==> config.mk <==
export PLATFORM = sky130hd
export DESIGN_NAME = exit_status_reporter
export DESIGN_NICKNAME = d
export VERILOG_FILES = /design/src/rtl/exit_status_reporter_pkg.sv /design/src/rtl/exit_status_reporter_uart_tx.sv /design/src/rtl/exit_status_reporter.sv
export SDC_FILE = /design/constraint.sdc
export NUM_CORES = 1
export LEC_CHECK = 0
export CAP_MARGIN = 20
export CELL_PAD_IN_SITES_DETAIL_PLACEMENT = 1
export CELL_PAD_IN_SITES_GLOBAL_PLACEMENT = 1
export CORE_MARGIN = 2
export CORE_UTILIZATION = 40
export CTS_CLUSTER_DIAMETER = 120
export DETAILED_ROUTE_END_ITERATION = 6
export GPL_TIMING_DRIVEN = 0
export HOLD_SLACK_MARGIN = 0.05
export PLACE_DENSITY_LB_ADDON = 0.1
export SYNTH_ARGS = -nofsm -noshare
export SYNTH_HDL_FRONTEND = slang
export SYNTH_SLANG_ARGS = --single-unit
==> constraint.sdc <==
create_clock -name clk_gen -period 5 [get_ports clk_gen]
set_input_delay 1 -clock clk_gen [delete_from_list [all_inputs] [get_ports clk_gen]]
set_output_delay 1 -clock clk_gen [all_outputs]
set_load 0.03 [all_outputs]
==> src/rtl/exit_status_reporter_pkg.sv <==
// Shared types and constants for the exit status reporter: UART bit-FSM states
// and the message layout "EXIT " + 8 hex digits + CR LF.
package exit_status_reporter_pkg;

    typedef enum logic [1:0] {
        ST_IDLE  = 2'd0,
        ST_START = 2'd1,
        ST_DATA  = 2'd2,
        ST_STOP  = 2'd3
    } tx_state_t;

    localparam int          MSG_LEN     = 15;
    localparam logic [39:0] EXIT_PREFIX = "EXIT ";
    localparam logic [7:0]  CHAR_CR     = 8'h0D;
    localparam logic [7:0]  CHAR_LF     = 8'h0A;

    function automatic logic [7:0] hex_char(input logic [3:0] nib);
        return (nib < 4'd10) ? (8'h30 + {4'h0, nib}) : (8'h37 + {4'h0, nib});
    endfunction

    // Byte idx of the report for a given captured value, most significant nibble first.
    function automatic logic [7:0] msg_byte(input logic [3:0] idx, input logic [31:0] value);
        if (idx < 4'd5)
            return EXIT_PREFIX[8*(4-int'(idx)) +: 8];
        if (idx < 4'd13)
            return hex_char(value[4*(12-int'(idx)) +: 4]);
        if (idx == 4'd13)
            return CHAR_CR;
        return CHAR_LF;
    endfunction

endpackage

==> src/rtl/exit_status_reporter_uart_tx.sv <==
// 8N1 serialiser: takes one byte per valid/ready handshake and chains bytes
// back-to-back when the next byte is offered at the end of the stop bit.
//   state    | meaning
//   ST_IDLE  | line idle high, ready for a byte
//   ST_START | start bit (0)
//   ST_DATA  | eight data bits, LSB first
//   ST_STOP  | stop bit (1); last cycle accepts the next byte
module uart_tx_8n1
    import exit_status_reporter_pkg::*;
#(
    parameter int CLKS_PER_BIT = 10
) (
    input  logic       clk_gen,
    input  logic       rst_n,
    input  logic       valid,
    input  logic [7:0] data,
    output logic       ready,
    output logic       done,
    output logic       tx
);

    localparam int              CNT_W    = (CLKS_PER_BIT > 1) ? $clog2(CLKS_PER_BIT) : 1;
    localparam logic [CNT_W-1:0] CNT_LOAD = CNT_W'(CLKS_PER_BIT - 1);

    tx_state_t        state, state_nxt;
    logic [CNT_W-1:0] cnt;
    logic [2:0]       bit_idx;
    logic [7:0]       shreg;
    logic             bit_end;
    logic             tx_bit;
    logic             tx_q;

    assign bit_end = (cnt == '0);

    always_ff @(posedge clk_gen or negedge rst_n) begin
        if (!rst_n) state <= ST_IDLE;
        else        state <= state_nxt;
    end

    always_comb begin
        state_nxt = state;
        case (state)
            ST_IDLE:  if (valid) state_nxt = ST_START;
            ST_START: if (bit_end) state_nxt = ST_DATA;
            ST_DATA:  if (bit_end && bit_idx == 3'd7) state_nxt = ST_STOP;
            ST_STOP:  if (bit_end) state_nxt = valid ? ST_START : ST_IDLE;
            default:  state_nxt = ST_IDLE;
        endcase
    end

    always_comb begin
        ready  = (state == ST_IDLE) || (state == ST_STOP && bit_end);
        done   = (state == ST_STOP) && bit_end;
        tx_bit = 1'b1;
        case (state)
            ST_START: tx_bit = 1'b0;
            ST_DATA:  tx_bit = shreg[0];
            default:  tx_bit = 1'b1;
        endcase
    end

    // Line is registered from the state so every bit lasts a full CLKS_PER_BIT on the pin.
    always_ff @(posedge clk_gen or negedge rst_n) begin
        if (!rst_n) begin
            cnt     <= '0;
            bit_idx <= 3'd0;
            shreg   <= 8'h00;
            tx_q    <= 1'b1;
        end else begin
            tx_q <= tx_bit;
            if (state_nxt != ST_IDLE && (state == ST_IDLE || bit_end))
                cnt <= CNT_LOAD;
            else if (!bit_end)
                cnt <= cnt - CNT_W'(1);
            if (valid && ready)
                shreg <= data;
            else if (state == ST_DATA && bit_end)
                shreg <= {1'b0, shreg[7:1]};
            if (state == ST_DATA && bit_end)
                bit_idx <= bit_idx + 3'd1;
        end
    end

    assign tx = tx_q;

endmodule

==> src/rtl/exit_status_reporter.sv <==
// Reports the program exit code over UART as "EXIT hhhhhhhh\r\n" on each
// rising edge of exit_valid_i, and latches pass/fail LEDs from the code.
module exit_status_reporter
    import exit_status_reporter_pkg::*;
#(
    parameter int CLK_FREQ_HZ = 20000000,
    parameter int BAUD_RATE   = 115200
) (
    input  logic        clk_gen,
    input  logic        rst_n,
    input  logic        exit_valid_i,
    input  logic [31:0] exit_value_i,
    output logic        tx_o,
    output logic        busy_o,
    output logic        pass_led_o,
    output logic        fail_led_o
);

    localparam int CLKS_PER_BIT = CLK_FREQ_HZ / BAUD_RATE;

    logic        valid_q;
    logic        busy_q;
    logic        pass_q;
    logic        fail_q;
    logic [3:0]  byte_idx;
    logic [31:0] value_q;
    logic        accept;
    logic        tx_valid;
    logic        tx_ready;
    logic        tx_done;
    logic [7:0]  tx_data;

    assign accept   = exit_valid_i && !valid_q && !busy_q;
    // Byte 0 goes straight into the serialiser on the capture edge; it does not depend on the value.
    assign tx_valid = accept || (busy_q && byte_idx != 4'(MSG_LEN));
    assign tx_data  = accept ? msg_byte(4'd0, exit_value_i) : msg_byte(byte_idx, value_q);

    always_ff @(posedge clk_gen or negedge rst_n) begin
        if (!rst_n) begin
            valid_q  <= 1'b0;
            busy_q   <= 1'b0;
            pass_q   <= 1'b0;
            fail_q   <= 1'b0;
            byte_idx <= 4'd0;
            value_q  <= 32'h0;
        end else begin
            valid_q <= exit_valid_i;
            if (accept) begin
                busy_q   <= 1'b1;
                value_q  <= exit_value_i;
                byte_idx <= 4'd1;
                pass_q   <= (exit_value_i == 32'h0);
                fail_q   <= (exit_value_i != 32'h0);
            end else if (busy_q) begin
                if (tx_valid && tx_ready)
                    byte_idx <= byte_idx + 4'd1;
                if (tx_done && byte_idx == 4'(MSG_LEN))
                    busy_q <= 1'b0;
            end
        end
    end

    uart_tx_8n1 #(
        .CLKS_PER_BIT(CLKS_PER_BIT)
    ) u_uart_tx (
        .clk_gen (clk_gen),
        .rst_n   (rst_n),
        .valid   (tx_valid),
        .data    (tx_data),
        .ready   (tx_ready),
        .done    (tx_done),
        .tx      (tx_o)
    );

    assign busy_o     = busy_q;
    assign pass_led_o = pass_q;
    assign fail_led_o = fail_q;

endmodule

### After elaboration in Yosys (flattened, before gate mapping)

Index checks and enable logic that the tools add are counted.

* flip-flop bits (word level): 62
* input port bits: 35
* word-level logic and storage cells: 85

* add/subtract/negate cells: 7
* $lt $le $gt $ge: 3
* equality and inequality tests: 8
* shifts and indexed selects: 2
* muxes and demuxes: 31
* reductions and logical operators: 23

Operator list (number)
* $mux W8: 11
* $shiftx A40 B8 Y8 const A: 1
* $logic_not A32 Y1: 1
* $reduce_bool A32 Y1: 1
* $shiftx A32 B7 Y4: 1
* $add A6 B4 Y7 const A: 2
* $mux W4: 3
* $mux W1: 10
* $logic_and A1 B1 Y1: 9
* $eq A4 B4 Y1 const B: 2
* $logic_not A8 Y1: 1
* $lt A4 B4 Y1 const B: 2
* $mux W2: 4
* $pmux W2 S4: 1
* $reduce_bool A2 Y1: 4
* $sub A8 B1 Y8 const B: 1
* $mux W7: 1
* $sub A3 B4 Y5 const A: 1
* $sub A4 B4 Y5 const A: 1
* $add A4 B1 Y4 const B: 1
* $eq A2 B2 Y1 const B: 2
* $lt A4 B3 Y1 const B: 1
* $ne A4 B4 Y1 const B: 1
* $add A3 B1 Y3 const B: 1
* other kinds (8): 11

### Longest topological paths before layout

* depth after elaboration: 11
* depth in mapped cells: 11
* mapped depth without buffers: 8

### Hierarchy

From an unflattened synthesis, not the netlist that was laid out.

* cells, all modules: 334
* area, all modules: 3552.2 µm²

Modules (own cells, without submodules)
* exit_status_reporter: times used 1, cells each 213, area each 2333.5 µm², seq. area each 1001.0 µm²
* uart_tx_8n1: times used 1, cells each 121, area each 1218.7 µm², seq. area each 551.8 µm²

### Least setup slack after synthesis

No wires, ideal clock.

* path kind: reg2reg
* start: register byte_idx[0]
* end: register u_uart_tx.shreg[4]
* library setup time: 0.129 ns
* arrival: 2.488 ns
* required time: 4.871 ns
* path slack: 2.384 ns
* cell stages (with the launch flop): 12
* buffers on the path: 3
* period minus slack after synthesis: 2.616 ns
* cell sequence: dfrtp_1 -> buf_6 -> buf_2 -> inv_1 -> ha_1 -> buf_6 -> mux4_2 -> o21ai_0 -> a221o_2 -> maj3_2 -> o311ai_1 -> a21oi_1

* cells in the longest elaborated chain, start to end: 11
* elaborated cells between the ends (all ways): 30
* classes of those cells: add/sub (4); order compare (3); eq/ne (2); shift (2); mux (15); reduce/logical (4)

RTL lines
* start, declared: line exit_status_reporter.sv:25 `logic [3:0] byte_idx;`
* start signal, assigned: line exit_status_reporter.sv:56 `byte_idx <= byte_idx + 4'd1;`
* $sub A4 B4 Y5: line exit_status_reporter_pkg.sv:26 `return hex_char(value[4*(12-int'(idx)) +: 4]);`
* $shiftx A32 B7 Y4: line exit_status_reporter_pkg.sv:26
* $add A6 B4 Y7 / $lt A4 B4 Y1 (equally long branches): line exit_status_reporter_pkg.sv:18 `return (nib < 4'd10) ? (8'h30 + {4'h0, nib}) : (8'h37 + {4'h0, nib});`
* $mux W7: line exit_status_reporter_pkg.sv:18
* $mux W8: line exit_status_reporter_pkg.sv:25 `if (idx < 4'd13)`
* $mux W8: line exit_status_reporter_pkg.sv:27 `if (idx == 4'd13)`
* $mux W8: line exit_status_reporter_pkg.sv:29 `return CHAR_LF;`
* $mux W8: line exit_status_reporter_pkg.sv:27
* $mux W8: line exit_status_reporter_pkg.sv:25
* $mux W8: line exit_status_reporter.sv:36 `assign tx_data = accept ? msg_byte(4'd0, exit_value_i) : msg_byte(byte_idx, value_q);`
* $mux W8: line exit_status_reporter_uart_tx.sv:75 `if (valid && ready)`
* end signal, assigned: line exit_status_reporter_uart_tx.sv:76 `shreg <= data;`
* end signal, assigned: line exit_status_reporter_uart_tx.sv:78 `shreg <= {1'b0, shreg[7:1]};`
* end, declared: line exit_status_reporter_uart_tx.sv:28 `logic [7:0] shreg;`

Several ways; a longest one is shown, not always the timed one. The select of a mux whose other input is x is not followed.
A chain may end at the register's enable or synchronous reset.

### Worst setup path after layout

Same ends and word-level chain as after synthesis.

==> results_dict.tcl <==
set metrics [dict create \
    critPathCaptureType "flip-flop" \
    drc 0 \
    initialDrtViolationCount 80 \
    synth_ff_type "dfrtp_1" \
    cts_setup_buffers 0 \
    insertion_delay_ns 0.33 \
    post-route-period-util_pct 60.57 \
    ys_seq_area_share_pct 45.99 \
    async_reset_ff_share_pct 100.0 \
    setup_viol 0 \
    overflow 0 \
    post_cts_resized 0 \
    die-area_um2 9050 \
    syn_area_um2 3322 \
    finalWirelength_mm 8.183 \
    grt_use_total_pct 20.29 \
    min_path_type "flip-flop to flip-flop" \
    slowest_delay_ns 0.45 \
    timing.fmax_mhz 330.2 \
    grt_max_degree 39 \
    vias 2746 \
    worstMarginPinSlew_ns 0.5814 \
    cts_tree "built" \
    first_pass_iters 4 \
    cpLargestDelayFamily "compound AO/OA/AOI/OAI gates" \
    crit_buf_inv 4 \
    period_minus_slack_ns 3.029 \
    clockRootBuffer "clkbuf_8" \
    crit_chain "buf_6 -> buf_2 -> inv_1 -> ha_1 -> buf_6 -> mux4_2 -> o21ai_0 -> a221o_2 -> maj3_2 -> o311ai_1 -> a21oi_1" \
    die_w_um 95.13 \
    placed_area_um2 3849 \
    rsz0062_at_grt "false" \
    grt_pass1_wl_mm 13.92 \
    clk_path_buf_depth 2 \
    areaGrowthSynthToFinish_pct 20.64 \
    yosys_warnings 0 \
    drive_above_1_share_pct 9.569 \
    avgSynthCellArea_um2 9.126 \
    synth_seq_cells 61 \
    dp_hpwl_mm 6.148 \
    drv_cap 0 \
    maxSlewHeadroom_pct 61.24 \
    detail_route.vias_per_cell 5.250 \
    fin_worst_skew_ns 0.007787 \
    cts_sinks 61 \
    layout_commonest_cell "nand2_1" \
    yosysUniqueCellTypes 54 \
    path_clk_slew_ns 0.07 \
    finalHoldViolations 0 \
    outcome "complete, no violations" \
    core-area_um2 8134 \
    required_ns 5.21 \
    num_rows 33 \
    port_buffers 38 \
    ant_nets 0 \
    vdd_drop_max_mv 0.1899 \
    io_pins 39 \
    ctsHoldBuffers 0 \
    cp-start-kind "flip-flop" \
    cp_max_fo 10 \
    cp_slowest_cell "ha_1" \
    antenna_found_initial 0 \
    htreeDepth 3 \
    n_antenna_cell 0 \
    fin_area_um2 4008 \
    power_density_nw_per_um2 467.2 \
    start_util_pct 40.84 \
    cts_buffers 9 \
    critical_path_class "flip-flop to flip-flop" \
    syn_inst 364 \
    path_common_cell "buf_6" \
    cellLeakagePower_nw 1.842 \
    place.gp.congestion 0.8068 \
    cp.arrival_ns 3.24 \
    syn_nets 406 \
    die_y_um 95.13 \
    final_cell_mix "nand2_1 (123), dfrtp_1 (60), clkdlybuf4s50_1 (37)" \
    drv_slew 0 \
    tns_ns 0 \
    routedWlPerCell_um 15.65 \
    synth-edff-count 0 \
    grt_pass1_vias 2872 \
    nNetsFinal 456 \
]
-- per-layer routing --
metal	vias to the layer above	GRT usage, %	routed length [um]
met5	-	0	0
met4	0	8.213	183
met3	13	3.874	198
met2	39	34.86	4086
met1	1329	24.99	3716
li1	1365	-	-
-- synth_stat cells (5+ instances only) --
| master | count | area, um2 |
|---|---|---|
| ha_1 | 7 | 87.58 |
| mux2_2 | 7 | 78.83 |
| o21ai_1 | 8 | 40.04 |
| nor3_1 | 7 | 35.03 |
| dfrtp_1 | 60 | 1501 |
| nor4_1 | 9 | 56.30 |
| buf_2 | 6 | 30.03 |
| clkbuf_1 | 8 | 30.03 |
| xnor2_1 | 10 | 87.58 |
| mux2i_1 | 5 | 50.05 |
| o21ai_0 | 7 | 35.03 |
| nand3_1 | 7 | 35.03 |
| a21oi_1 | 16 | 80.08 |
| nor2_1 | 13 | 48.80 |
| inv_1 | 7 | 26.28 |
| nand2_1 | 123 | 461.7 |
-- through the flow --
stage	util [%]	instances	setup slack (ns)	total power, mW	hold WS (ns)
detailed placement	47.32	508	1.794	1.512	0.4575
CTS	49.27	523	1.925	1.901	0.4731
global route	49.27	523	1.774	2.036	0.4909
floorplan	-	364	2.384	1.291	0.4373
global placement	47.13	507	0.9288	1.480	0.4521
finish	49.27	523	1.971	1.873	0.4668
-- worst min-delay path, cell delays in order (launching register included) --
cell     delay [ns]
dfrtp_1        0.34
nand2_1        0.05
nand2_1        0.05
-- where the power goes --
| part | total, mW | switching [mW] | leakage, nW | internal (mW) |
|---|---|---|---|---|
| combinational | 0.832 | 0.455 | 1.01 | 0.376 |
| sequential | 0.668 | 0.0724 | 0.751 | 0.595 |
| clock | 0.373 | 0.184 | 0.0833 | 0.190 |
| total | 1.87 | 0.711 | 1.84 | 1.16 |
-- final timing paths --
| path | startpoint | endpoint | slack [ns] | cells past startpoint |
|---|---|---|---|---|
| max in group asynchronous | rst_n | value_q[6] | 3.73 | 2 |
| min in group asynchronous | rst_n | u_uart_tx.cnt[3] | 0.65 | 1 |
| hold / removal | value_q[17] | value_q[17] | 0.47 | 2 |
| setup / recovery | byte_idx[0] | u_uart_tx.shreg[4] | 1.97 | 11 |
| setup reg to reg | byte_idx[0] | u_uart_tx.shreg[4] | 1.97 | 11 |
| hold reg to reg | value_q[17] | value_q[17] | 0.47 | 2 |
-- logic make-up (layout without fill, tap and decap cells) --
group           count (synthesis)  count (layout)  synth area share (%)
compound gates                 59              59                 11.45
xor+xnor                       13              13                 3.654
fa+ha+maj                       9               9                 3.314
buf+inv                        24              78                 3.390
flops                          61              61                 45.99
mux                            18              18                 8.286
simple gates                  180             180                 23.92
-- registers in the layout, indices dropped and copies added (netlist names) --
| register | flops |
|---|---|
| u_uart_tx.cnt | 8 |
| byte_idx | 4 |
| u_uart_tx.tx | 1 |
| value_q | 32 |
| u_uart_tx.shreg | 7 |
| valid_q | 1 |
| pass_led_o | 1 |
| fail_led_o | 1 |
| busy_o | 1 |
| u_uart_tx.state | 2 |
| u_uart_tx.bit_idx | 3 |
-- cell type report --
cell class                 count  area, um2
buffer                        17      86.33
clock buffer                  13      148.9
clock inverter                 2      10.01
fill                         956       4126
inverter                       7      26.28
multi-input combinational    279       1682
sequential                    61       1528
tap                          105      131.4
timing repair buffer          39      395.4
Note: power is estimated with default switching activity, not from simulation.
